==> src/rtl/layer_output_serializer_pkg.sv <==
// Shared definitions for the layer output serializer: FSM state encoding.
package layer_output_serializer_pkg;

  typedef enum logic {
    ST_IDLE  = 1'b0,
    ST_SHIFT = 1'b1
  } state_e;

endpackage

==> src/rtl/layer_output_serializer_if.sv <==
// Parallel neuron-output capture bus and serial replay stream of the layer output serializer.
interface layer_output_serializer_if #(
  parameter int NN        = 10,
  parameter int dataWidth = 16
);

  logic [NN-1:0]           i_valid;
  logic [NN*dataWidth-1:0] i_data;
  logic                    clr_err;
  logic                    x_valid;
  logic [dataWidth-1:0]    x_out;
  logic                    x_last;
  logic                    busy;
  logic                    err_overrun;
  logic                    err_partial;

  // Upstream layer plus downstream consumer side.
  modport master (
    output i_valid, i_data, clr_err,
    input  x_valid, x_out, x_last, busy, err_overrun, err_partial
  );

  // Serializer side.
  modport slave (
    input  i_valid, i_data, clr_err,
    output x_valid, x_out, x_last, busy, err_overrun, err_partial
  );

endinterface

==> src/rtl/layer_output_serializer.sv <==
// Captures an NN-word parallel neuron output vector and replays it one word per clock,
// accepting a new vector in the last-word cycle so consecutive vectors stream without a bubble.
module layer_output_serializer
  import layer_output_serializer_pkg::*;
#(
  parameter int NN        = 10,
  parameter int dataWidth = 16
) (
  input  logic                       clk,
  input  logic                       rst,
  layer_output_serializer_if.slave   bus
);

  localparam int                IDX_W    = $clog2(NN);
  localparam logic [IDX_W-1:0]  LAST_IDX = IDX_W'(NN - 1);

  state_e                  state, state_next;
  logic [IDX_W-1:0]        idx, idx_next;
  logic [NN*dataWidth-1:0] hold, hold_next;
  logic [dataWidth-1:0]    x_out_q, x_out_next;
  logic                    err_overrun_q, err_partial_q;
  logic                    capture, partial, at_last, overrun;
  int                      sel_base;

  assign capture = &bus.i_valid;
  assign partial = (|bus.i_valid) && !capture;
  assign at_last = (state == ST_SHIFT) && (idx == LAST_IDX);
  // A capture is only legal from IDLE or in the final-word cycle; anything else is dropped.
  assign overrun = capture && (state == ST_SHIFT) && !at_last;

  // NOTE: every variable gets a default before the case so no path leaves it unassigned (no latch).
  always_comb begin
    state_next = state;
    idx_next   = idx;
    hold_next  = hold;
    x_out_next = x_out_q;
    sel_base   = 0;
    case (state)
      ST_IDLE: begin
        if (capture) begin
          state_next = ST_SHIFT;
          idx_next   = '0;
          hold_next  = bus.i_data;
          x_out_next = bus.i_data[dataWidth-1:0];
        end
      end
      ST_SHIFT: begin
        if (at_last) begin
          if (capture) begin
            idx_next   = '0;
            hold_next  = bus.i_data;
            x_out_next = bus.i_data[dataWidth-1:0];
          end else begin
            state_next = ST_IDLE;
          end
        end else begin
          // x_out is registered, so preload the word that belongs to the next cycle's index.
          idx_next   = idx + 1'b1;
          sel_base   = int'(idx_next) * dataWidth;
          x_out_next = hold[sel_base +: dataWidth];
        end
      end
      default: state_next = ST_IDLE;
    endcase
  end

  // NOTE: sequential state uses non-blocking assignments so all flops update from pre-edge values.
  // NOTE: the holding register is reset too, so x_out and any replay start from a known zero vector.
  always_ff @(posedge clk or posedge rst) begin
    if (rst) begin
      state         <= ST_IDLE;
      idx           <= '0;
      hold          <= '0;
      x_out_q       <= '0;
      err_overrun_q <= 1'b0;
      err_partial_q <= 1'b0;
    end else begin
      state         <= state_next;
      idx           <= idx_next;
      hold          <= hold_next;
      x_out_q       <= x_out_next;
      // A new error in the same cycle as clr_err keeps the flag set.
      err_overrun_q <= overrun || (err_overrun_q && !bus.clr_err);
      err_partial_q <= partial || (err_partial_q && !bus.clr_err);
    end
  end

  assign bus.x_valid     = (state == ST_SHIFT);
  assign bus.busy        = (state == ST_SHIFT);
  assign bus.x_last      = at_last;
  assign bus.x_out       = x_out_q;
  assign bus.err_overrun = err_overrun_q;
  assign bus.err_partial = err_partial_q;

endmodule

==> src/flat_wrapper.sv <==
// flat-port wrapper written by rule: the top's interface ports become plain ports
module layer_output_serializer_flat import layer_output_serializer_pkg::*;
#(
  parameter int NN        = 10,
  parameter int dataWidth = 16
)
  (clk, rst, bus_i_valid, bus_i_data, bus_clr_err, bus_x_valid, bus_x_out, bus_x_last, bus_busy, bus_err_overrun, bus_err_partial);
  layer_output_serializer_if #(.NN(NN), .dataWidth(dataWidth)) bus_i ();
  input  logic clk;
  input  logic rst;
  input wire logic [$bits(bus_i.i_valid)-1:0] bus_i_valid;
  input wire logic [$bits(bus_i.i_data)-1:0] bus_i_data;
  input wire logic [$bits(bus_i.clr_err)-1:0] bus_clr_err;
  output wire logic [$bits(bus_i.x_valid)-1:0] bus_x_valid;
  output wire logic [$bits(bus_i.x_out)-1:0] bus_x_out;
  output wire logic [$bits(bus_i.x_last)-1:0] bus_x_last;
  output wire logic [$bits(bus_i.busy)-1:0] bus_busy;
  output wire logic [$bits(bus_i.err_overrun)-1:0] bus_err_overrun;
  output wire logic [$bits(bus_i.err_partial)-1:0] bus_err_partial;
  assign bus_i.i_valid = bus_i_valid;
  assign bus_i.i_data = bus_i_data;
  assign bus_i.clr_err = bus_clr_err;
  assign bus_x_valid = bus_i.x_valid;
  assign bus_x_out = bus_i.x_out;
  assign bus_x_last = bus_i.x_last;
  assign bus_busy = bus_i.busy;
  assign bus_err_overrun = bus_i.err_overrun;
  assign bus_err_partial = bus_i.err_partial;
  layer_output_serializer #(.NN(NN), .dataWidth(dataWidth)) u_core (.clk(clk), .rst(rst), .bus(bus_i));
endmodule
==> config.mk <==
export PLATFORM = sky130hd
export DESIGN_NAME = layer_output_serializer_flat
export DESIGN_NICKNAME = d
export VERILOG_FILES = /design/src/rtl/layer_output_serializer_pkg.sv /design/src/rtl/layer_output_serializer_if.sv /design/src/rtl/layer_output_serializer.sv /design/src/flat_wrapper.sv
export SDC_FILE = /design/constraint.sdc
export NUM_CORES = 1
export LEC_CHECK = 0
export BUFFER_PORTS_ARGS = -buffer_cell sky130_fd_sc_hd__buf_4
export CAP_MARGIN = 20
export CORE_MARGIN = 4
export CORE_UTILIZATION = 54
export CTS_CLUSTER_DIAMETER = 80
export DETAILED_ROUTE_END_ITERATION = 16
export PLACE_DENSITY = 0.8
export REMOVE_ABC_BUFFERS = 1
export SYNTH_ARGS = -nofsm -noshare
export SYNTH_HDL_FRONTEND = slang
export SYNTH_SLANG_ARGS = --single-unit
==> constraint.sdc <==
create_clock -name clk -period 7.4 [get_ports clk]
set_clock_uncertainty 0.05 [all_clocks]
set_input_delay 0.37 -clock clk [delete_from_list [all_inputs] [get_ports clk]]
set_output_delay 0.37 -clock clk [all_outputs]
set_load 0.01 [all_outputs]
==> results.sh, run 1 <==
export IMPL_cts_sinks=183
export IMPL_total_power_w=0.00290
export IMPL_fillCellCount=1051
export IMPL_power_clock_fraction_pct=31.2
export IMPL_top_layer_used="met4"
export IMPL_dieArea_um2=17600
export IMPL_timing_setup_critical_path_class="reg -> reg"
export IMPL_layout_core_utilization_pct=69.3
export IMPL_wl_met2_um=9140
export IMPL_total_switching_power_w=0.000914
export IMPL_floorplan_die_width_um=133
export IMPL_grt_overflow=0
export IMPL_synth_yosys_seq_area_share_pct=54.5
export IMPL_gpl_final_weighted_congestion=0.793
export IMPL_switching_share_of_power_pct=31.5
export IMPL_yosysWarnings=0
export IMPL_worst_hold_slack_ns=0.0581
export IMPL_required_arrival_time_at_the_worst_endpoint_ns=7.65
export IMPL_vias_per_cell=5.70
export IMPL_final_layout_size_suffix_gt1_share_pct=34.2
export IMPL_crit_arrival_ns=4.00
export IMPL_combPwrFrac_pct=28.1
export IMPL_power_internal_w=0.00199
export IMPL_synth_most_common_cell="sky130_fd_sc_hd__dfrtp_1"
export IMPL_placement_rows=45
export IMPL_maxCapViolCount=0
export IMPL_avgSynthCellArea_um2=14.3
export IMPL_post_cts_resized=0
export IMPL_detail_route_iter0_violations=353
export IMPL_synth_flop_cell="sky130_fd_sc_hd__dfrtp_1"
export IMPL_synth_largest_area_cell="sky130_fd_sc_hd__dfrtp_1"
export IMPL_slew_limit_headroom_pct=31.3
export IMPL_tns_ns=0
export IMPL_design_portCount=194
export IMPL_timing_final_crit_period_ns=3.75
export IMPL_clkSlewWorstSetupHoldPaths_ns=0.06
export IMPL_num_nets_final=940
export IMPL_root_buffer="sky130_fd_sc_hd__clkbuf_16"
export IMPL_hold_path_class="in -> async"
export IMPL_die_height_um=133
export IMPL_async_reset_ff_share_pct=100
export IMPL_post_synth_inst_count=587
export IMPL_max_clock_path_buffers=2
export IMPL_critical_path_startpoint_type="register"
export IMPL_initial_antenna_violation_count=0
export IMPL_initial_standard_cell_utilization_of_the_core_pct=55.3
export IMPL_tritoncts_buffer_count=17
export IMPL_met3RoutedLength_um=1320
export IMPL_post_cts_buffers=0
export IMPL_worstMarginPinSlew_ns=1.03
export IMPL_port_buffer_count=193
export IMPL_ctsHtreeMaxLevel=4
export IMPL_synth_edff_count=0
export IMPL_netlist_top_cells_count="sky130_fd_sc_hd__dfrtp_1, sky130_fd_sc_hd__mux2_1, sky130_fd_sc_hd__nand2_1, sky130_fd_sc_hd__mux2i_1, sky130_fd_sc_hd__mux4_2"
export IMPL_total_leakage_power_nw=5.45
export IMPL_wirelength_met1_um=8210
export IMPL_detailed_routing_iterations_pass_1=4
export IMPL_placed_cell_areas_um2=9900
export IMPL_drcViolationCount=0
export IMPL_seqPwrFrac_pct=40.8
export IMPL_antennaDiodeCount=0
export IMPL_groute_usage_overall_pct=22.1
export IMPL_fmax_mhz=267
export IMPL_cts_tree="built"
export IMPL_pwr_density_cell_nw_per_um2=276
export IMPL_peakVddDrop_mv=0.188
export IMPL_critPathCaptureType="register"
export IMPL_place_hpwl_um=13200
export IMPL_fin_crit_sh_pct=50.7
export IMPL_run_status="finished, final reports clean"
export IMPL_timing_hold_violations_final=0
export IMPL_num_vias=5510
export IMPL_final_cell_area_um2=10500
export IMPL_setup_viol=0
export IMPL_post_cts_hold_buffer_count=0
export IMPL_crit_fanout=84
export IMPL_antenna_left=0
export IMPL_wl_per_cell_um=19.6
export IMPL_insertion_delay_ns=0.43
export IMPL_synthTopCellsByArea="sky130_fd_sc_hd__dfrtp_1, sky130_fd_sc_hd__mux2_1, sky130_fd_sc_hd__mux4_2"
export IMPL_grt_first_pass_wirelength_um=30800
export IMPL_final_max_slew_viols=0
export IMPL_number_of_global_route_vias_before_repair=6137
export IMPL_placeableCoreArea_um2=15200
export IMPL_unrepaired_setup_endpoints_after_global_routing="false"
export IMPL_postSynthRegisterBits=183
export IMPL_yosysUniqueCellTypes=34
export IMPL_layout_area_overhead_vs_synth_pct=25.3
export IMPL_synthesis_area_um2=8400
export IMPL_synth_largest_type_area_fraction_pct=54.5
export IMPL_routed_wirelength_um=18900
export IMPL_grt_max_degree=99
-- cell usage in the layout, fill, tap and decap left out, types with 4 or more instances in the layout --
cell type                   count
sky130_fd_sc_hd__mux4_2        26
sky130_fd_sc_hd__clkbuf_8       4
sky130_fd_sc_hd__a22oi_1        6
sky130_fd_sc_hd__o221ai_1      13
sky130_fd_sc_hd__mux2_1       163
sky130_fd_sc_hd__a21oi_1        5
sky130_fd_sc_hd__nor2b_1        4
sky130_fd_sc_hd__mux2i_1       38
sky130_fd_sc_hd__clkbuf_16     17
sky130_fd_sc_hd__inv_1          5
sky130_fd_sc_hd__nand2_1       64
sky130_fd_sc_hd__buf_4        198
sky130_fd_sc_hd__dfrtp_1      182
-- per-stage QoR --
stage                     setup WS, ns  instances
after floorplan                  0.279        546
after global placement            3.84        933
after detailed placement          3.69        933
after CTS                         3.68        965
after global routing              3.38        966
final                             3.65        966
-- worst max-delay path: stages, from the launching register on --
cell and delay [ns]:
sky130_fd_sc_hd__dfrtp_4 0.75, sky130_fd_sc_hd__ha_2 0.28, sky130_fd_sc_hd__nand2_1 0.08, sky130_fd_sc_hd__o21ai_1 0.56
sky130_fd_sc_hd__and2_4 0.95, sky130_fd_sc_hd__buf_12 0.46, sky130_fd_sc_hd__mux2_1 0.38
-- flip-flops by register name, indices dropped and copies added (netlist names) --
| signal | flops |
|---|---|
| u_core.hold | 160 |
| u_core.bus.err_overrun | 1 |
| u_core.bus.x_out | 16 |
| u_core.bus.err_partial | 1 |
| u_core.idx | 4 |
| u_core.bus.busy | 1 |
-- kinds of logic after synthesis --
logic type | Yosys count | synth area share [%]
DFF | 183 | 54.5
and+or+nand+nor | 86 | 4.42
xor gates and xnor gates | 3 | 0.313
muxes | 227 | 33.3
buffers and inverters | 47 | 3.66
adders and majority gates | 2 | 0.298
AOI/OAI and AO/OA | 39 | 3.47
-- power by group through the flow --
stage | registers, W | clock network (W) | logic, W
floorplan | 0.00121 | 0 | 0.000445
global placement | 0.00120 | 0 | 0.000810
detailed placement | 0.00120 | 0 | 0.000825
CTS | 0.00118 | 0.000924 | 0.000828
global route | 0.00119 | 0.000962 | 0.000884
finish | 0.00118 | 0.000905 | 0.000815
-- cell type report --
cell class	count	area, um^2	share of cell area, %
clock inverters	10	118	1.12
clock buffers	22	484	4.60
repair buffers	200	1530	14.6
flip-flops and latches	183	4580	43.5
inverters	6	27.5	0.261
well taps	188	235	2.23
multi-input cells	357	3550	33.7
-- routing by layer --
metal	global-route usage, %	vias to the layer above
li1	-	2497
met4	6.52	0
met3	6.96	25
met2	35.6	184
met1	29.2	2804
met5	0	-
-- path summary, 6_finish.rpt --
| check | startpoint | to | slack (ns) | cells after the start |
|---|---|---|---|---|
| min | rst | u_core.hold[115] | 0.06 | 2 |
| min in group clk | bus_clr_err | u_core.bus.err_overrun | 0.07 | 2 |
| max | u_core.idx[0] | u_core.hold[80] | 3.65 | 6 |
| max reg2reg | u_core.idx[0] | u_core.hold[80] | 3.65 | 6 |
| max in group asynchronous | rst | u_core.hold[32] | 6.00 | 4 |
| min reg2reg | u_core.hold[90] | u_core.hold[90] | 0.43 | 1 |
No activity file was read; power rests on OpenSTA's default activity.
==> run 2, diff against run 1 <==
--- a/config.mk
+++ b/config.mk
@@ -5,13 +5,14 @@
 export SDC_FILE = /design/constraint.sdc
 export NUM_CORES = 1
 export LEC_CHECK = 0
+export ABC_AREA = 1
 export BUFFER_PORTS_ARGS = -buffer_cell sky130_fd_sc_hd__buf_4
 export CAP_MARGIN = 20
 export CORE_MARGIN = 4
-export CORE_UTILIZATION = 54
+export CORE_UTILIZATION = 49
 export CTS_CLUSTER_DIAMETER = 80
 export DETAILED_ROUTE_END_ITERATION = 16
-export PLACE_DENSITY = 0.8
+export PLACE_DENSITY = 0.76
 export REMOVE_ABC_BUFFERS = 1
 export SYNTH_ARGS = -nofsm -noshare
 export SYNTH_HDL_FRONTEND = slang
==> constraint.sdc (replaced) <==
create_clock -name clk -period 3.1 [get_ports clk]
set_clock_uncertainty 0.05 [all_clocks]
set_input_delay 0.155 -clock clk [delete_from_list [all_inputs] [get_ports clk]]
set_output_delay 0.155 -clock clk [all_outputs]
set_load 0.01 [all_outputs]
==> run 2 against run 1 <==
Effect of this change:
- utilization up 2.3 points
- design area up 19%
- non-clock buffer count up 162
- final cell count up 79%
- clock power rose to 2.5 times the previous value
- critical endpoint is now u_core.bus.x_out[0]
- worst hold slack worse by 0.041 ns
- fmax up 54%
- global-route usage up 4.8 points
==> results.sh, run 2 <==
export IMPL_critical_path_startpoint_type="register"
export IMPL_grt_overflow=0
export IMPL_switching_share_of_power_pct=22.3
export IMPL_async_reset_ff_share_pct=100
export IMPL_fmax_mhz=411
export IMPL_critPathCaptureType="register"
export IMPL_synth_largest_type_area_fraction_pct=51.5
export IMPL_tritoncts_buffer_count=17
export IMPL_antennaDiodeCount=0
export IMPL_num_nets_final=1663
export IMPL_seqPwrFrac_pct=45.9
export IMPL_placed_cell_areas_um2=10400
export IMPL_initial_antenna_violation_count=0
export IMPL_final_layout_size_suffix_gt1_share_pct=16.7
export IMPL_synth_edff_count=0
export IMPL_pwr_density_cell_nw_per_um2=432
export IMPL_largest_reg_flops=160
export IMPL_total_leakage_power_nw=6.63
export IMPL_timing_hold_violations_final=0
export IMPL_most_frequent_cell_on_critical_path="sky130_fd_sc_hd__nand3_1"
export IMPL_final_max_slew_viols=0
export IMPL_peakVddDrop_mv=0.425
export IMPL_unrepaired_setup_endpoints_after_global_routing="false"
export IMPL_slew_limit_headroom_pct=43.9
export IMPL_worst_hold_slack_ns=0.0167
export IMPL_slowest_delay_ns=0.74
export IMPL_antenna_left=0
export IMPL_worstRegToRegCells=7
export IMPL_place_hpwl_um=15500
export IMPL_synth_most_common_cell="sky130_fd_sc_hd__nand2_1"
export IMPL_setup_viol=0
export IMPL_netlist_top_cells_count="sky130_fd_sc_hd__nand2_1, sky130_fd_sc_hd__dfrtp_1, sky130_fd_sc_hd__inv_1, sky130_fd_sc_hd__nand3_1"
export IMPL_fin_crit_sh_pct=78.5
export IMPL_placeableCoreArea_um2=17500
export IMPL_crit_arrival_ns=2.68
export IMPL_avgSynthCellArea_um2=7.54
export IMPL_cp_depth=7
export IMPL_hold_path_class="in -> reg"
export IMPL_detail_route_iter0_violations=713
export IMPL_final_common_cell="sky130_fd_sc_hd__nand2_1"
export IMPL_number_of_global_route_vias_before_repair=9017
export IMPL_total_power_w=0.00542
export IMPL_floorplan_die_width_um=143
export IMPL_port_buffer_count=193
export IMPL_design_portCount=194
export IMPL_place_inst=1541
export IMPL_post_synth_inst_count=1179
export IMPL_yosysWarnings=0
export IMPL_clkSlewWorstSetupHoldPaths_ns=0.06
export IMPL_vias_per_cell=5.17
export IMPL_postSynthRegisterBits=183
export IMPL_max_clock_path_buffers=2
export IMPL_cpLargestDelayFamily="adder cells"
export IMPL_synth_yosys_seq_area_share_pct=51.5
export IMPL_drcViolationCount=0
export IMPL_insertion_delay_ns=0.42
export IMPL_power_clock_fraction_pct=42.4
export IMPL_gpl_final_weighted_congestion=0.832
export IMPL_commonest_cells_after_routing_fill_and_taps_aside="sky130_fd_sc_hd__nand2_1, sky130_fd_sc_hd__buf_4, sky130_fd_sc_hd__dfrtp_1"
export IMPL_cts_sinks=183
export IMPL_maxCapViolCount=0
export IMPL_detailed_routing_iterations_pass_1=5
export IMPL_power_internal_w=0.00421
export IMPL_cts_tree="built"
export IMPL_registers_top_by_ff_count="u_core.hold"
export IMPL_dieArea_um2=20400
export IMPL_crit_chain="inv_1 > ha_2 > inv_1 > nand3_1 > nand3_1 > nand3_1 > a21oi_1"
export IMPL_placement_rows=48
export IMPL_final_cell_area_um2=12500
export IMPL_combPwrFrac_pct=11.7
export IMPL_groute_usage_overall_pct=26.9
export IMPL_synth_largest_area_cell="sky130_fd_sc_hd__dfrtp_1"
export IMPL_synth_flop_cell="sky130_fd_sc_hd__dfrtp_1"
export IMPL_ctsHtreeMaxLevel=4
export IMPL_synthTopCellsByArea="sky130_fd_sc_hd__dfrtp_1, sky130_fd_sc_hd__nand2_1, sky130_fd_sc_hd__nand3_1"
export IMPL_critical_path_slowest_cell="sky130_fd_sc_hd__ha_2"
export IMPL_num_vias=8916
export IMPL_crit_fanout=29
export IMPL_die_height_um=143
export IMPL_timing_setup_critical_path_class="reg -> reg"
export IMPL_hold_depth=3
export IMPL_required_arrival_time_at_the_worst_endpoint_ns=3.35
export IMPL_initial_standard_cell_utilization_of_the_core_pct=50.7
export IMPL_timing_final_crit_period_ns=2.43
export IMPL_synthesis_area_um2=8890
export IMPL_worstMarginPinSlew_ns=0.841
export IMPL_layout_area_overhead_vs_synth_pct=41.1
export IMPL_root_buffer="sky130_fd_sc_hd__clkbuf_16"
export IMPL_wl_per_cell_um=15.8
export IMPL_yosysUniqueCellTypes=27
export IMPL_total_switching_power_w=0.00121
export IMPL_grt_max_degree=218
export IMPL_layout_core_utilization_pct=71.5
export IMPL_number_of_standard_cells_in_the_layout_taps_in_and_fillers_out=1726
export IMPL_worstPathBufferInverterCount=2
export IMPL_routed_wirelength_um=27200
export IMPL_run_status="finished, final reports clean"
export IMPL_grt_first_pass_wirelength_um=44000
[run 2: stage by stage]
step | setup slack [ns] | TNS (ns)
3_3_place_gp | 0.657 | 0
4_1_cts | 0.620 | 0
3_5_place_dp | 0.645 | 0
5_1_grt | 0.456 | 0
6_report | 0.666 | 0
2_1_floorplan | -6.12 | -1243.42
[run 2: cell families (layout without fill, tap and decap cells)]
kind of cell | count (synthesis) | after routing | share of synthesized area, %
AND/OR/NAND/NOR | 701 | 701 | 31.7
flip-flops | 183 | 183 | 51.5
buffers and inverters | 165 | 487 | 8.61
AO/OA/AOI/OAI | 128 | 128 | 7.94
adder cells (fa/ha/maj) | 2 | 2 | 0.281
[run 2: repair_timing]
| item | 4_1_cts | 5_1_grt |
|---|---|---|
| setup buffers | 0 | 0 |
| hold endpoints to repair | 252 | 0 |
| hold buffers | 153 | 0 |
| resized for setup | 0 | 0 |
[run 2: power groups by stage]
stage	clock, W	sequential, W	combinational [W]
finish	0.00230	0.00249	0.000632
global placement	0	0.00253	0.000460
CTS	0.00232	0.00248	0.000624
detailed placement	0	0.00253	0.000465
floorplan	0	0.00253	0.000194
global route	0.00244	0.00249	0.000694
[run 2: tightest hold or removal path, delay by kind of cell]
kind	cells	cell delay, ns
simple gates	1	0.12
compound gates	1	0.09
buf+inv	1	0.09
[run 2: cell type report]
cell class | instances | area, um^2
sequential | 183 | 4580
fill | 1339 | 4990
multi-input combinational | 831 | 3550
clock buffer | 26 | 519
tap | 225 | 282
timing repair buffer | 362 | 3140
inverter | 93 | 357
clock inverter | 6 | 111
[run 2: final timing paths]
path | to | start | slack [ns]
setup / recovery | u_core.bus.x_out[0] | u_core.idx[1] | 0.67
hold / removal | u_core.hold[4] | bus_i_data[4] | 0.02
setup reg to reg | u_core.bus.x_out[0] | u_core.idx[1] | 0.67
hold reg to reg | u_core.hold[41] | u_core.hold[41] | 0.42
max in group asynchronous | u_core.hold[20] | rst | 1.85
min in group asynchronous | u_core.hold[71] | rst | 0.36
[run 2: metal layers]
| layer | global-route usage, % | part of all wire [%] | wire, um | vias up |
|---|---|---|---|---|
| met5 | 0 | 0 | 0 | - |
| met4 | 8.10 | 2.0 | 543 | 0 |
| met3 | 4.76 | 6.9 | 1890 | 39 |
| met2 | 46.0 | 49 | 13500 | 352 |
| met1 | 35.2 | 42 | 11300 | 4224 |
| li1 | - | - | - | 4301 |
==> run 3, diff against run 2 <==
--- a/config.mk
+++ b/config.mk
@@ -5,14 +5,14 @@
 export SDC_FILE = /design/constraint.sdc
 export NUM_CORES = 1
 export LEC_CHECK = 0
-export ABC_AREA = 1
+export ABC_AREA = 0
 export BUFFER_PORTS_ARGS = -buffer_cell sky130_fd_sc_hd__buf_4
 export CAP_MARGIN = 20
 export CORE_MARGIN = 4
 export CORE_UTILIZATION = 49
 export CTS_CLUSTER_DIAMETER = 80
 export DETAILED_ROUTE_END_ITERATION = 16
-export PLACE_DENSITY = 0.76
+export PLACE_DENSITY = 0.77
 export REMOVE_ABC_BUFFERS = 1
 export SYNTH_ARGS = -nofsm -noshare
 export SYNTH_HDL_FRONTEND = slang
==> constraint.sdc (replaced) <==
create_clock -name clk -period 2 [get_ports clk]
set_clock_uncertainty 0.05 [all_clocks]
set_input_delay 0.1 -clock clk [delete_from_list [all_inputs] [get_ports clk]]
set_output_delay 0.1 -clock clk [all_outputs]
set_load 0.01 [all_outputs]
==> run 3 against run 2 <==
Effect of this change:
- global-route usage down 2.4 points
- sequential share of layout area shrank 0.29 points
- die area decreased by 5.2%
- highest routed layer unchanged
==> results.sh, run 3 (synthesis gave the netlist of run 1 again) <==
export IMPL_antenna_left=0
export IMPL_cts_sinks=183
export IMPL_initial_antenna_violation_count=1
export IMPL_grt_max_degree=84
export IMPL_unrepaired_setup_endpoints_after_global_routing="true"
export IMPL_crit_fanout=4
export IMPL_final_max_slew_viols=0
export IMPL_place_hpwl_um=14700
export IMPL_worstRegToRegCells=8
export IMPL_critical_path_reg2reg_endpoint="u_core.bus.x_out[1]"
export IMPL_fin_crit_sh_pct=98.2
export IMPL_timing_setup_critical_path_class="reg -> reg"
export IMPL_final_common_cell="sky130_fd_sc_hd__buf_4"
export IMPL_layout_core_utilization_pct=75.7
export IMPL_final_layout_size_suffix_gt1_share_pct=31.8
export IMPL_num_vias=6412
export IMPL_timing_hold_violations_final=0
export IMPL_grt_first_pass_wirelength_um=37900
export IMPL_critical_path_slowest_cell="sky130_fd_sc_hd__dfrtp_4"
export IMPL_crit_reg2reg_launch="u_core.idx[0]"
export IMPL_total_leakage_power_nw=6.31
export IMPL_commonest_cells_after_routing_fill_and_taps_aside="sky130_fd_sc_hd__buf_4, sky130_fd_sc_hd__dfrtp_1, sky130_fd_sc_hd__dlygate4sd3_1"
export IMPL_layout_area_overhead_vs_synth_pct=50.4
export IMPL_routed_wirelength_um=24000
export IMPL_run_status="finished, final reports clean"
export IMPL_fmax_mhz=509
export IMPL_tritoncts_buffer_count=17
export IMPL_number_of_standard_cells_in_the_layout_taps_in_and_fillers_out=1193
export IMPL_max_clock_path_buffers=2
export IMPL_worstMarginPinSlew_ns=0.516
export IMPL_placeableCoreArea_um2=16700
export IMPL_drcViolationCount=0
export IMPL_groute_usage_overall_pct=24.6
export IMPL_placement_rows=47
export IMPL_setup_viol=0
export IMPL_initial_standard_cell_utilization_of_the_core_pct=50.3
export IMPL_number_of_global_route_vias_before_repair=7218
export IMPL_reg2reg_slack_ns=0.04
export IMPL_ctsHtreeMaxLevel=4
export IMPL_critPathCaptureType="register"
export IMPL_crit_arrival_ns=2.25
export IMPL_insertion_delay_ns=0.43
export IMPL_num_nets_final=1134
export IMPL_root_buffer="sky130_fd_sc_hd__clkbuf_16"
export IMPL_die_height_um=139
export IMPL_peakVddDrop_mv=0.868
export IMPL_design_portCount=194
export IMPL_place_inst=993
export IMPL_detailed_routing_iterations_pass_1=4
export IMPL_detail_route_iter0_violations=254
export IMPL_hold_path_class="in -> async"
export IMPL_largest_reg_flops=160
export IMPL_registers_top_by_ff_count="u_core.hold"
export IMPL_maxCapViolCount=0
export IMPL_timing_final_crit_period_ns=1.96
export IMPL_dieArea_um2=19300
export IMPL_placed_cell_areas_um2=10300
export IMPL_required_arrival_time_at_the_worst_endpoint_ns=2.29
export IMPL_vias_per_cell=5.37
export IMPL_grt_overflow=0
export IMPL_most_frequent_cell_on_critical_path="sky130_fd_sc_hd__buf_4"
export IMPL_gpl_final_weighted_congestion=0.818
export IMPL_critical_path_startpoint_type="register"
export IMPL_slowest_delay_ns=0.50
export IMPL_cts_tree="built"
export IMPL_pwr_density_cell_nw_per_um2=936
export IMPL_clkSlewWorstSetupHoldPaths_ns=0.06
export IMPL_crit_chain="buf_4 > ha_2 > buf_4 > xor2_4 > and2_4 > a22oi_2 > nand2_1 > a22oi_1"
export IMPL_slew_limit_headroom_pct=65.3
export IMPL_floorplan_die_width_um=139
export IMPL_wl_per_cell_um=20.1
export IMPL_port_buffer_count=193
export IMPL_fillCellCount=1002
export IMPL_final_cell_area_um2=12600
[run 3: cell count changes in the layout (fill, tap and decap cells not counted), moves of 8 or more]
cell and delta:
sky130_fd_sc_hd__mux4_2 +26, sky130_fd_sc_hd__o211ai_1 -20, sky130_fd_sc_hd__inv_1 -82, sky130_fd_sc_hd__a21oi_1 -8, sky130_fd_sc_hd__nor2_1 -50, sky130_fd_sc_hd__nand3_1 -68
sky130_fd_sc_hd__dlygate4sd3_1 +11, sky130_fd_sc_hd__mux2_1 +163, sky130_fd_sc_hd__mux2i_1 +38, sky130_fd_sc_hd__o221ai_1 +10, sky130_fd_sc_hd__o21ai_0 -52, sky130_fd_sc_hd__nand4_1 -16
sky130_fd_sc_hd__o21ai_1 -34, sky130_fd_sc_hd__nand2_1 -485
[run 3: worst max-delay path by stage]
stage	startpoint	to	slack [ns]	cells past startpoint
final	u_core.idx[0]	u_core.bus.x_out[1]	0.04	8
after global routing	u_core.idx[0]	u_core.bus.x_out[3]	-0.02	7
after CTS	u_core.idx[0]	u_core.bus.x_out[1]	0.008	8
after detailed placement	u_core.idx[0]	u_core.bus.x_out[6]	-0.10	9
after global placement	u_core.idx[0]	u_core.bus.x_out[12]	-0.04	9
after floorplan	u_core.idx[0]	u_core.hold[0]	-5.12	5
[run 3: layer usage]
metal	global-route usage, %	share of wire, %	vias up
met1	30.9	40	3244
met4	7.88	2.9	0
li1	-	-	2886
met5	0	0	-
met3	5.34	5.2	54
met2	42.6	52	228
[run 3: area by class of cell]
type | count | area, um^2 | share of cell area, %
flip-flops and latches | 183 | 4580 | 36.3
multi-input cells | 357 | 3660 | 29.0
repair buffers | 394 | 3540 | 28.0
clock buffers | 22 | 454 | 3.59
well taps | 220 | 275 | 2.18
clock inverters | 10 | 97.6 | 0.772
inverters | 6 | 27.5 | 0.218
diodes | 1 | 2.50 | 0.0198
[run 3: through the flow]
step                setup WS [ns]  setup TNS, ns  hold WS [ns]  total power [W]
finish                     0.0364              0         0.208           0.0118
CTS                       0.00791              0         0.207           0.0115
global route              -0.0155        -0.0465         0.238           0.0123
floorplan                   -5.12       -1430.74         0.131          0.00612
detailed placement         -0.105          -1.00        0.0945          0.00803
global placement          -0.0417         -0.199        0.0909          0.00794
[run 3: power by group]
part	switching, W	leakage [nW]	total [W]	internal (W)
clock network	0.00144	0.261	0.00320	0.00176
registers	0.000208	2.50	0.00420	0.00399
logic	0.00217	3.55	0.00443	0.00226
total	0.00382	6.31	0.0118	0.00801
[run 3: what timing repair did]
| action | 4_1_cts | 5_1_grt |
|---|---|---|
| pin swaps | 0 | 5 |
| hold endpoints to repair | 216 | 0 |
| setup buffers | 0 | 2 |
| resized for setup | 6 | 24 |
| setup endpoints to repair | 16 | 37 |
| hold buffers | 164 | 0 |
| gates cloned | 0 | 1 |
[run 3: critical path, delay by kind of cell, from the launching register on]
family,cells,cell delay [ns]
simple gates,2,0.27
xor+xnor,1,0.16
compound gates,2,0.34
fa+ha+maj,1,0.22
flops,1,0.50
buf+inv,2,0.33
